**src/rtl/pipe_stage_skid_if.sv**
```systemverilog
// pipe_stage_skid_if
// Valid/ready/data handshake bundle used on both sides of a pipe_stage_skid.
//   valid : producer has a payload this cycle
//   ready : consumer accepts this cycle
//   data  : payload, WIDTH bits
// Modports:
//   master : the producer side (drives valid/data, samples ready)
//   slave  : the consumer side (samples valid/data, drives ready)
interface pipe_stage_skid_if #(
  parameter int WIDTH = 64
);
  logic             valid;
  logic             ready;
  logic [WIDTH-1:0] data;

  modport master (output valid, output data, input ready);
  modport slave  (input valid, input data, output ready);
endinterface

```
**src/rtl/pipe_stage_skid.sv**
```systemverilog
// pipe_stage_skid
// Parametrised inter-stage pipeline register with valid/ready handshake,
// synchronous flush and an optional 2-entry skid buffer.
// Ports:
//   clk       : clock, all state updates on the rising edge
//   rst       : asynchronous active-low reset
//   flush     : synchronous kill of all held entries (highest priority)
//   up        : upstream handshake (slave modport: in_valid/in_ready/in_data)
//   dn        : downstream handshake (master modport: out_valid/out_ready/out_data)
//   occupancy : number of held entries (0..2 with skid, 0..1 without)
// Parameters:
//   WIDTH      : payload width
//   SKID_EN    : 1 = main + skid register, registered in_ready
//                0 = single register, combinational in_ready
//   CLEAR_DATA : 1 = data zeroed on reset/flush and bubbles read as zero
module pipe_stage_skid #(
  parameter int WIDTH      = 64,
  parameter int SKID_EN    = 1,
  parameter int CLEAR_DATA = 1
) (
  input  logic                 clk,
  input  logic                 rst,
  input  logic                 flush,
  pipe_stage_skid_if.slave     up,
  pipe_stage_skid_if.master    dn,
  output logic [1:0]           occupancy
);

  logic             main_valid_q, main_valid_d;
  logic [WIDTH-1:0] main_data_q, main_data_d;
  logic             skid_valid;
  logic             in_ready;
  logic             accept;
  logic             drain;

  assign accept   = up.valid & in_ready;
  assign drain    = main_valid_q & dn.ready;
  assign up.ready = in_ready;

  // A bubble is presented as all-zero when CLEAR_DATA is set.
  assign dn.valid  = main_valid_q;
  assign dn.data   = ((CLEAR_DATA != 0) && !main_valid_q) ? '0 : main_data_q;
  assign occupancy = {1'b0, main_valid_q} + {1'b0, skid_valid};

  generate
    if (SKID_EN != 0) begin : g_skid
      logic             skid_valid_q, skid_valid_d;
      logic [WIDTH-1:0] skid_data_q, skid_data_d;

      // in_ready comes straight from a flop: no path from out_ready.
      assign in_ready   = !skid_valid_q;
      assign skid_valid = skid_valid_q;

      always_comb begin
        main_valid_d = main_valid_q;
        main_data_d  = main_data_q;
        skid_valid_d = skid_valid_q;
        skid_data_d  = skid_data_q;
        if (flush) begin
          main_valid_d = 1'b0;
          skid_valid_d = 1'b0;
          if (CLEAR_DATA != 0) begin
            main_data_d = '0;
            skid_data_d = '0;
          end
        end else if (!main_valid_q) begin
          // Skid is never valid while main is empty.
          if (accept) begin
            main_valid_d = 1'b1;
            main_data_d  = up.data;
          end
        end else if (drain) begin
          if (accept) begin
            // accept implies skid empty, so the new beat goes straight to main
            main_data_d = up.data;
          end else if (skid_valid_q) begin
            main_data_d  = skid_data_q;
            skid_valid_d = 1'b0;
          end else begin
            main_valid_d = 1'b0;
          end
        end else if (accept) begin
          // Main stalled: park the new beat; in_ready drops next cycle.
          skid_valid_d = 1'b1;
          skid_data_d  = up.data;
        end
      end

      always_ff @(posedge clk or negedge rst) begin
        if (!rst) begin
          skid_valid_q <= 1'b0;
        end else begin
          skid_valid_q <= skid_valid_d;
        end
      end

      if (CLEAR_DATA != 0) begin : g_skid_clr
        always_ff @(posedge clk or negedge rst) begin
          if (!rst) begin
            skid_data_q <= '0;
          end else begin
            skid_data_q <= skid_data_d;
          end
        end
      end else begin : g_skid_keep
        always_ff @(posedge clk) begin
          skid_data_q <= skid_data_d;
        end
      end
    end else begin : g_noskid
      assign in_ready   = !main_valid_q | dn.ready;
      assign skid_valid = 1'b0;

      always_comb begin
        main_valid_d = main_valid_q;
        main_data_d  = main_data_q;
        if (flush) begin
          main_valid_d = 1'b0;
          if (CLEAR_DATA != 0) begin
            main_data_d = '0;
          end
        end else if (accept) begin
          main_valid_d = 1'b1;
          main_data_d  = up.data;
        end else if (drain) begin
          main_valid_d = 1'b0;
        end
      end
    end
  endgenerate

  always_ff @(posedge clk or negedge rst) begin
    if (!rst) begin
      main_valid_q <= 1'b0;
    end else begin
      main_valid_q <= main_valid_d;
    end
  end

  generate
    if (CLEAR_DATA != 0) begin : g_main_clr
      always_ff @(posedge clk or negedge rst) begin
        if (!rst) begin
          main_data_q <= '0;
        end else begin
          main_data_q <= main_data_d;
        end
      end
    end else begin : g_main_keep
      always_ff @(posedge clk) begin
        main_data_q <= main_data_d;
      end
    end
  endgenerate

endmodule

```
**src/flat_wrapper.sv**
```systemverilog
// flat-port wrapper written by rule: the top's interface ports become plain ports
module pipe_stage_skid_flat 
#(
  parameter int WIDTH      = 64,
  parameter int SKID_EN    = 1,
  parameter int CLEAR_DATA = 1
)
  (clk, rst, flush, occupancy, up_valid, up_data, up_ready, dn_valid, dn_data, dn_ready);
  pipe_stage_skid_if #(.WIDTH(WIDTH)) up_i ();
  pipe_stage_skid_if #(.WIDTH(WIDTH)) dn_i ();
  input  logic clk;
  input  logic rst;
  input  logic flush;
  output logic [1:0] occupancy;
  input wire logic [$bits(up_i.valid)-1:0] up_valid;
  input wire logic [$bits(up_i.data)-1:0] up_data;
  output wire logic [$bits(up_i.ready)-1:0] up_ready;
  output wire logic [$bits(dn_i.valid)-1:0] dn_valid;
  output wire logic [$bits(dn_i.data)-1:0] dn_data;
  input wire logic [$bits(dn_i.ready)-1:0] dn_ready;
  assign up_i.valid = up_valid;
  assign up_i.data = up_data;
  assign up_ready = up_i.ready;
  assign dn_valid = dn_i.valid;
  assign dn_data = dn_i.data;
  assign dn_i.ready = dn_ready;
  pipe_stage_skid #(.WIDTH(WIDTH), .SKID_EN(SKID_EN), .CLEAR_DATA(CLEAR_DATA)) u_core (.clk(clk), .rst(rst), .flush(flush), .up(up_i), .dn(dn_i), .occupancy(occupancy));
endmodule
```
**config.mk**
```make
export PLATFORM = sky130hd
export DESIGN_NAME = pipe_stage_skid_flat
export DESIGN_NICKNAME = d
export VERILOG_FILES = /design/src/rtl/pipe_stage_skid_if.sv /design/src/rtl/pipe_stage_skid.sv /design/src/flat_wrapper.sv
export SDC_FILE = /design/constraint.sdc
export NUM_CORES = 1
export LEC_CHECK = 0
export ABC_AREA = 1
export CAP_MARGIN = 20
export CORE_MARGIN = 2
export CORE_UTILIZATION = 43
export CTS_CLUSTER_SIZE = 20
export DETAILED_ROUTE_END_ITERATION = 12
export GPL_ROUTABILITY_DRIVEN = 0
export PLACE_DENSITY = 0.73
export RECOVER_POWER = 50
export SYNTH_ARGS = -nofsm -noshare
export SYNTH_HDL_FRONTEND = slang
export SYNTH_SLANG_ARGS = --single-unit
```
**constraint.sdc**
```tcl
create_clock -name clk -period 1.9 [get_ports clk]
set_input_delay 0.285 -clock clk [delete_from_list [all_inputs] [get_ports clk]]
set_output_delay 0.285 -clock clk [all_outputs]
set_load 0.02 [all_outputs]
```
==> impl_metrics.csv, run 1 <==
group,metric,value,unit
sta,rsz0062_at_grt,"false",
cts,clk_pin_slew,50,ps
sta,worst_pin_slew,915.7,ps
synth,ys_ff_latch,130,
grt,grt_max_degree,108,
routing,drc_errors,0,
sta,slew_headroom,38.95,%
routing,wl_per_cell,13.63,um
critical_path,cp_slowest_cell,"dfrtp_4",
placed_design,dp_hpwl,10440,um
die,initial_core_util,43.74,%
critical_path,crit_fanout,7,
sta,finalClockSkew,5.416,ps
die,rows,45,
routing,vias_per_cell,4.976,
sta,setup_violations,0,
cts,clkLatencyLatePin,410,ps
flow_run,cap_violations,0,
pwr,combPwrFrac,18.1,%
cells_and_area,drive_above_1_share,10.93,%
cells_and_area,register_area,3257,um^2
die,dieHeight,128.1,um
cells_and_area,fin_nets,1118,
critical_path,worst-path-buf-inv,2,
synth,synth_seq_area_share,49.10,%
pwr,p_leak,4.979,nW
synth,syn_area,6625,um^2
critical_path,cp_cell_sequence,"buf_12, ha_1, buf_2",
cts,cts_sinks,130,
die,dieWidth,128.1,um
critical_path,cp_slowest_stage_delay,520,ps
routing,wl,17030,um
cts,max-clock-path-buffers,2,
critical_path,cp-end-kind,"primary output",
grt,grt_pass1_vias,5540,
synth,synth_warnings,0,
critical_path,crit_type,"reg -> out",
cts,cts_tree,"done",
routing,drt_iter0_drc,549,
sta,fin_crit,1838,ps
sta,hold_viol_final,0,
die,die-area,16420,um^2
status,outcome,"finished, final reports clean",
routing,firstDrtPassIters,7,
cells_and_area,n_fill_cell,1457,
placed_design,portBuffers,136,
pwr,switching_power,2.134,mW
pwr,power_frac_seq,43.1,%
sta,setup_tns,0,ps
sta,max_freq,544.1,MHz
worst_hold_path,hold_class,"reg -> reg",
sta,slew_viol_final,0,
die,placeableCoreArea,15150,um^2
grt,grt_overflow,0,
pwr,power_frac_clock,38.8,%
synth,synth_nets,998,
cells_and_area,area_growth,29.20,%
critical_path,critPathLaunchType,"flop",
synth,avgSynthCellArea,7.139,um^2
cts,htreeDepth,4,
routing,drtAntennaViolNets,0,
grt,antenna_found_initial,0,
cells_and_area,n_antenna_cell,0,
synth,netlist_instances,928,
critical_path,cp.arrival,1550,ps
cts,cts-buffers-inserted,17,
critical_path,cp_top_family,"flip-flops",
die,io_pins,137,
grt,grt_use_total,21.28,%
pwr,p_total,7.593,mW
pwr,peakVddDrop,0.5753,mV
critical_path,crit_required,1620,ps
pwr,p_sw_share,28.10,%
cts,cts-root-buf,"clkbuf_16",
pwr,p_int,5.459,mW
grt,grt_pass1_wl,27830,um
synth,synth_cell_types,18,
pwr,power-per-cell-area,887.1,nW/um^2
routing,num_vias,6215,
sta,finalCritPeriodShare,96.72,%
cells_and_area,multi_input_area,2771,um^2
sta,timing.hold.ws,475.3,ps
## power by group through the flow
stage	combinational (mW)	sequential, mW	clock [mW]
2_1_floorplan	0.832	3.26	0
5_1_grt	1.55	3.31	3.13
6_report	1.38	3.27	2.95
3_3_place_gp	1.41	3.31	0
3_5_place_dp	1.43	3.32	0
4_1_cts	1.43	3.27	3.00
## flip-flops by register name, summed over array words and instances (netlist names)
signal,cells
u_core.main_data_q,64
u_core.g_skid.skid_valid_q,1
u_core.g_skid.skid_data_q,64
u_core.dn.valid,1
## worst register-to-register path: stages, from the launching register on
cell and delay [ps]:
dfrtp_4 520, buf_6 150, clkbuf_1 110, inv_1 70
nand3_1 130, a21oi_4 250, buf_12 240, nand3_1 130
nand2_1 80
## through the flow
step           std cells  worst slack, ps  util [%]  cell area, um^2
2_1_floorplan        928            117.8         -             6625
3_3_place_gp        1210            112.8     54.51             8257
3_5_place_dp        1210            99.17     54.51             8257
4_1_cts             1249           -4.565     57.63             8728
5_1_grt             1249            3.898     56.51             8559
6_report            1249            62.24     56.51             8559
## metal layers
metal  vias up  wire [um]  global-route usage (%)
li1       3121          -                       -
met5         -          0                       0
met1      2874       7856                   29.14
met2       201       8000                   33.91
met4         0        238                   6.917
met3        19        933                   4.508
## layout by cell type (no fill, tap or decap), types with 2 or more instances in the layout
cell type	instances
nand3_1	129
clkbuf_4	2
clkdlybuf4s50_1	67
clkbuf_16	17
buf_6	3
buf_2	47
clkbuf_1	7
a21oi_1	2
clkbuf_8	5
dlygate4sd2_1	18
o21ai_0	66
buf_4	16
clkinv_2	5
buf_12	9
clkbuf_2	2
nand2_2	2
nand2_1	453
dfrtp_1	129
inv_1	68
## timing repair
| item | CTS | global route |
|---|---|---|
| resized for setup | 199 | 20 |
| endpoints found under the setup margin | 68 | 21 |
| buffers inserted | 5 | 0 |
| hold endpoints to repair | 130 | 0 |
| hold buffers | 1 | 0 |
| gates cloned | 1 | 0 |
## layout make-up
| class | count | share of cell area [%] |
|---|---|---|
| clock buffer | 27 | 5.993 |
| multi-input combinational | 659 | 32.38 |
| clock inverter | 5 | 0.2924 |
| inverter | 70 | 3.099 |
| timing repair buffer | 170 | 17.44 |
| tap | 188 | 2.748 |
| sequential | 130 | 38.05 |
## path summary, 6_finish.rpt
path                                       start                       endpoint  slack [ps]  depth (start not counted)
min in group asynchronous                    rst  u_core.g_skid.skid_data_q[24]         660                          3
setup reg to reg                 u_core.dn.valid          u_core.main_data_q[2]         150                          8
hold reg to reg            u_core.main_data_q[1]          u_core.main_data_q[1]         480                          2
hold / removal             u_core.main_data_q[1]          u_core.main_data_q[1]         480                          2
setup / recovery                 u_core.dn.valid                   occupancy[0]          60                          3
max in group asynchronous                    rst                u_core.dn.valid         580                          3
## synthesized netlist by cell type
cell	instances	area share [%]
a21oi_1	2	0.15
a21oi_2	1	0.13
buf_1	7	0.40
buf_2	38	2.9
buf_4	1	0.11
buf_6	6	1.0
clkbuf_1	17	0.96
dfrtp_1	130	49
ha_1	1	0.19
inv_1	69	3.9
inv_2	1	0.057
nand2_1	455	26
nand2_2	1	0.094
nand3_1	129	9.7
nand4_1	1	0.094
nor3_1	1	0.075
o21ai_0	67	5.1
o21ai_4	1	0.25
## logic make-up after synthesis
kind of cell    synth area share [%]
simple gates                   35.79
fa+ha+maj                     0.1888
flops                          49.10
buf+inv                        9.330
compound gates                 5.590
(Power assumes the default switching activity.)
==> run 2: changes to the inputs <==
--- a/config.mk
+++ b/config.mk
@@ -8,11 +8,12 @@
 export ABC_AREA = 1
 export CAP_MARGIN = 20
 export CORE_MARGIN = 2
-export CORE_UTILIZATION = 43
+export CORE_UTILIZATION = 30
 export CTS_CLUSTER_SIZE = 20
 export DETAILED_ROUTE_END_ITERATION = 12
+export DONT_BUFFER_PORTS = 1
 export GPL_ROUTABILITY_DRIVEN = 0
-export PLACE_DENSITY = 0.73
+export PLACE_DENSITY = 0.48
 export RECOVER_POWER = 50
 export SYNTH_ARGS = -nofsm -noshare
 export SYNTH_HDL_FRONTEND = slang
==> run 2 against run 1 <==
Compared with the run above: worst hold slack worse by 920 ps; sequential cell count did not move; sequential power is essentially flat; first-iteration DRC count down 24%; utilization shrank 21 points; the run now ends with negative hold slack left; critical path depth down 1; wire length is 12% higher; die area grew 42%; fmax increased by 1.5%; design area fell by 11%; clock-buffer cell count down 8; clock power is 6% higher; largest cell class unchanged; largest power group unchanged.
==> impl_metrics.csv, run 2 (same netlist as run 1, synthesis figures left out) <==
group,metric,value,unit
cells_and_area,n_antenna_cell,0,
cells_and_area,top_regs,"u_core.g_skid.skid_data_q: 64 flops, u_core.main_data_q: 64 flops",
critical_path,cp-end-kind,"primary output",
grt,grt_most_used_layer,"met2",
placed_design,portBuffers,0,
die,die-area,23290,um^2
grt,grt_max_degree,131,
grt,grt_overflow,0,
cts,cts_tree,"done",
routing,num_vias,5670,
die,dieHeight,152.6,um
routing,drt_iter0_drc,418,
routing,firstDrtPassIters,5,
die,rows,54,
sta,max_freq,552.1,MHz
cts,htreeDepth,4,
grt,grt_use_met1,23.04,%
sta,finalClockSkew,8.724,ps
sta,fin_crit,1811,ps
critical_path,crit_type,"reg -> out",
die,initial_core_util,30.45,%
grt,grt_pass1_wl,31460,um
sta,rsz0062_at_grt,"false",
pwr,power_frac_seq,43.4,%
grt,grt_pass1_vias,5702,
cts,cts-root-buf,"clkbuf_16",
cts,clkLatencyLatePin,420,ps
routing,drc_errors,0,
sta,worst_pin_slew,785.0,ps
pwr,power-per-cell-area,980.6,nW/um^2
pwr,power_frac_clock,41.7,%
grt,grt_use_total,16.80,%
grt,use_met2,25.22,%
flow_run,cap_violations,0,
cts,max-clock-path-buffers,2,
cts,cts-buffers-inserted,17,
cells_and_area,fin_nets,980,
pwr,p_int,5.296,mW
cts,clk_pin_slew,60,ps
sta,timing.hold.ws,-445.5,ps
critical_path,cp_slowest_stage_delay,530,ps
sta,setup_tns,0,ps
critical_path,crit_required,1620,ps
die,placeableCoreArea,21760,um^2
critical_path,cp_slowest_cell,"dfrtp_4",
status,outcome,"complete, but fails checks",
critical_path,cp_cell_sequence,"buf_16, ha_1",
cells_and_area,drive_above_1_share,6.717,%
critical_path,crit_fanout,14,
routing,drtAntennaViolNets,0,
grt,gr-usage-met3,5.774,%
pwr,switching_power,2.215,mW
cells_and_area,area_growth,15.62,%
sta,slew_viol_final,0,
critical_path,cp.arrival,1530,ps
placed_design,dp_hpwl,10940,um
routing,wl_per_cell,15.82,um
pwr,p_leak,4.311,nW
cts,cts_sinks,130,
cts,hold_buffers,10,
cells_and_area,layout_commonest_cell,"nand2_1",
pwr,combPwrFrac,14.9,%
pwr,p_total,7.511,mW
sta,hold_viol_final,130,
pwr,p_sw_share,29.49,%
cells_and_area,mostFrequentLayoutCells,"453 x nand2_1, 129 x nand3_1, 129 x dfrtp_1, 67 x inv_1, 67 x o21ai_0",
status,violations,"negative hold slack",
cells_and_area,n_fill_cell,2346,
grt,antenna_found_initial,0,
pwr,peakVddDrop,0.4011,mV
routing,wl,19030,um
routing,vias_per_cell,4.713,
sta,finalCritPeriodShare,95.33,%
die,io_pins,137,
critical_path,critPathLaunchType,"flop",
sta,slew_headroom,47.67,%
worst_hold_path,hold_class,"in -> async",
die,dieWidth,152.6,um
sta,setup_violations,0,
-- run 2: cell types whose count changed in the layout (fill, tap and decap cells not counted), moves of 3 or more --
cell,previous run,this run
dlygate4sd2_1,18,0
buf_2,47,0
dlygate4sd3_1,1,10
clkdlybuf4s50_1,67,0
clkbuf_8,5,1
buf_4,16,5
clkinv_4,0,3
clkinvlp_4,0,5
clkbuf_1,7,1
-- run 2: worst paths after layout --
path / startpoint / cells past startpoint / slack [ps] / end
max in group asynchronous: rst / 0 / 2030 / u_core.g_skid.skid_data_q[52]
hold reg to reg: u_core.main_data_q[36] / 2 / 480 / u_core.main_data_q[36]
min in group clk: up_data[46] / 2 / 20 / u_core.g_skid.skid_data_q[46]
setup reg to reg: u_core.g_skid.skid_valid_q / 7 / 220 / u_core.main_data_q[62]
setup / recovery: u_core.dn.valid / 2 / 90 / occupancy[0]
hold / removal: rst / 0 / -450 / u_core.g_skid.skid_data_q[40]
-- run 2: power by group through the flow --
stage | combinational [mW] | clock (mW) | sequential, mW
4_1_cts | 1.14 | 3.23 | 3.26
3_3_place_gp | 1.09 | 0 | 3.31
6_report | 1.12 | 3.13 | 3.26
3_5_place_dp | 1.10 | 0 | 3.31
5_1_grt | 1.29 | 3.34 | 3.30
2_1_floorplan | 0.832 | 0 | 3.26
-- run 2: worst max-delay path, delay by kind of cell, from the launching register on --
family | cells | cell delay, ps
adders and majority gates | 1 | 390
buffers and inverters | 1 | 180
DFF | 1 | 530
-- run 2: layout make-up --
cell class              count  area [um^2]  share of cell area [%]
flip-flops and latches    130         3257                   42.52
multi-input cells         659         2771                   36.18
repair buffers             32        459.2                   5.995
clock buffers              19        442.9                   5.782
well taps                 280        350.3                   4.574
inverters                  70        265.3                   3.463
clock inverters            13        113.9                   1.486
-- run 2: per-stage QoR --
stage | setup WS [ps] | util, % | std cells | cell area, um^2
2_1_floorplan | 117.8 | - | 928 | 6625
3_3_place_gp | 185.5 | 31.92 | 1159 | 6944
3_5_place_dp | 177.9 | 31.92 | 1159 | 6944
4_1_cts | 0.8868 | 35.14 | 1202 | 7645
5_1_grt | 29.82 | 35.21 | 1203 | 7660
6_report | 88.64 | 35.21 | 1203 | 7660
-- run 2: per-layer routing --
metal  wire length [um]  vias to the layer above  share of wire, %
met5                  0                        -                 0
met1               9008                     2669                47
met4                199                        0               1.0
li1                   -                     2853                 -
met2               8502                      134                45
met3               1316                       14               6.9
-- run 2: what timing repair did --
item / in CTS / in global routing
resized for setup: 2 / 3
endpoints found under the hold margin: 140 / 130
setup buffers: 0 / 0
setup endpoints to repair: 18 / 19
gates cloned: 1 / 1
==> run 3: changes to the inputs <==
--- a/config.mk
+++ b/config.mk
@@ -9,7 +9,7 @@
 export CAP_MARGIN = 20
 export CORE_MARGIN = 2
 export CORE_UTILIZATION = 30
-export CTS_CLUSTER_SIZE = 20
+export CTS_CLUSTER_SIZE = 24
 export DETAILED_ROUTE_END_ITERATION = 12
 export DONT_BUFFER_PORTS = 1
 export GPL_ROUTABILITY_DRIVEN = 0
==> results of run 3 <==
Same layout as run 2: the final DEF is identical, and so are final timing and power.
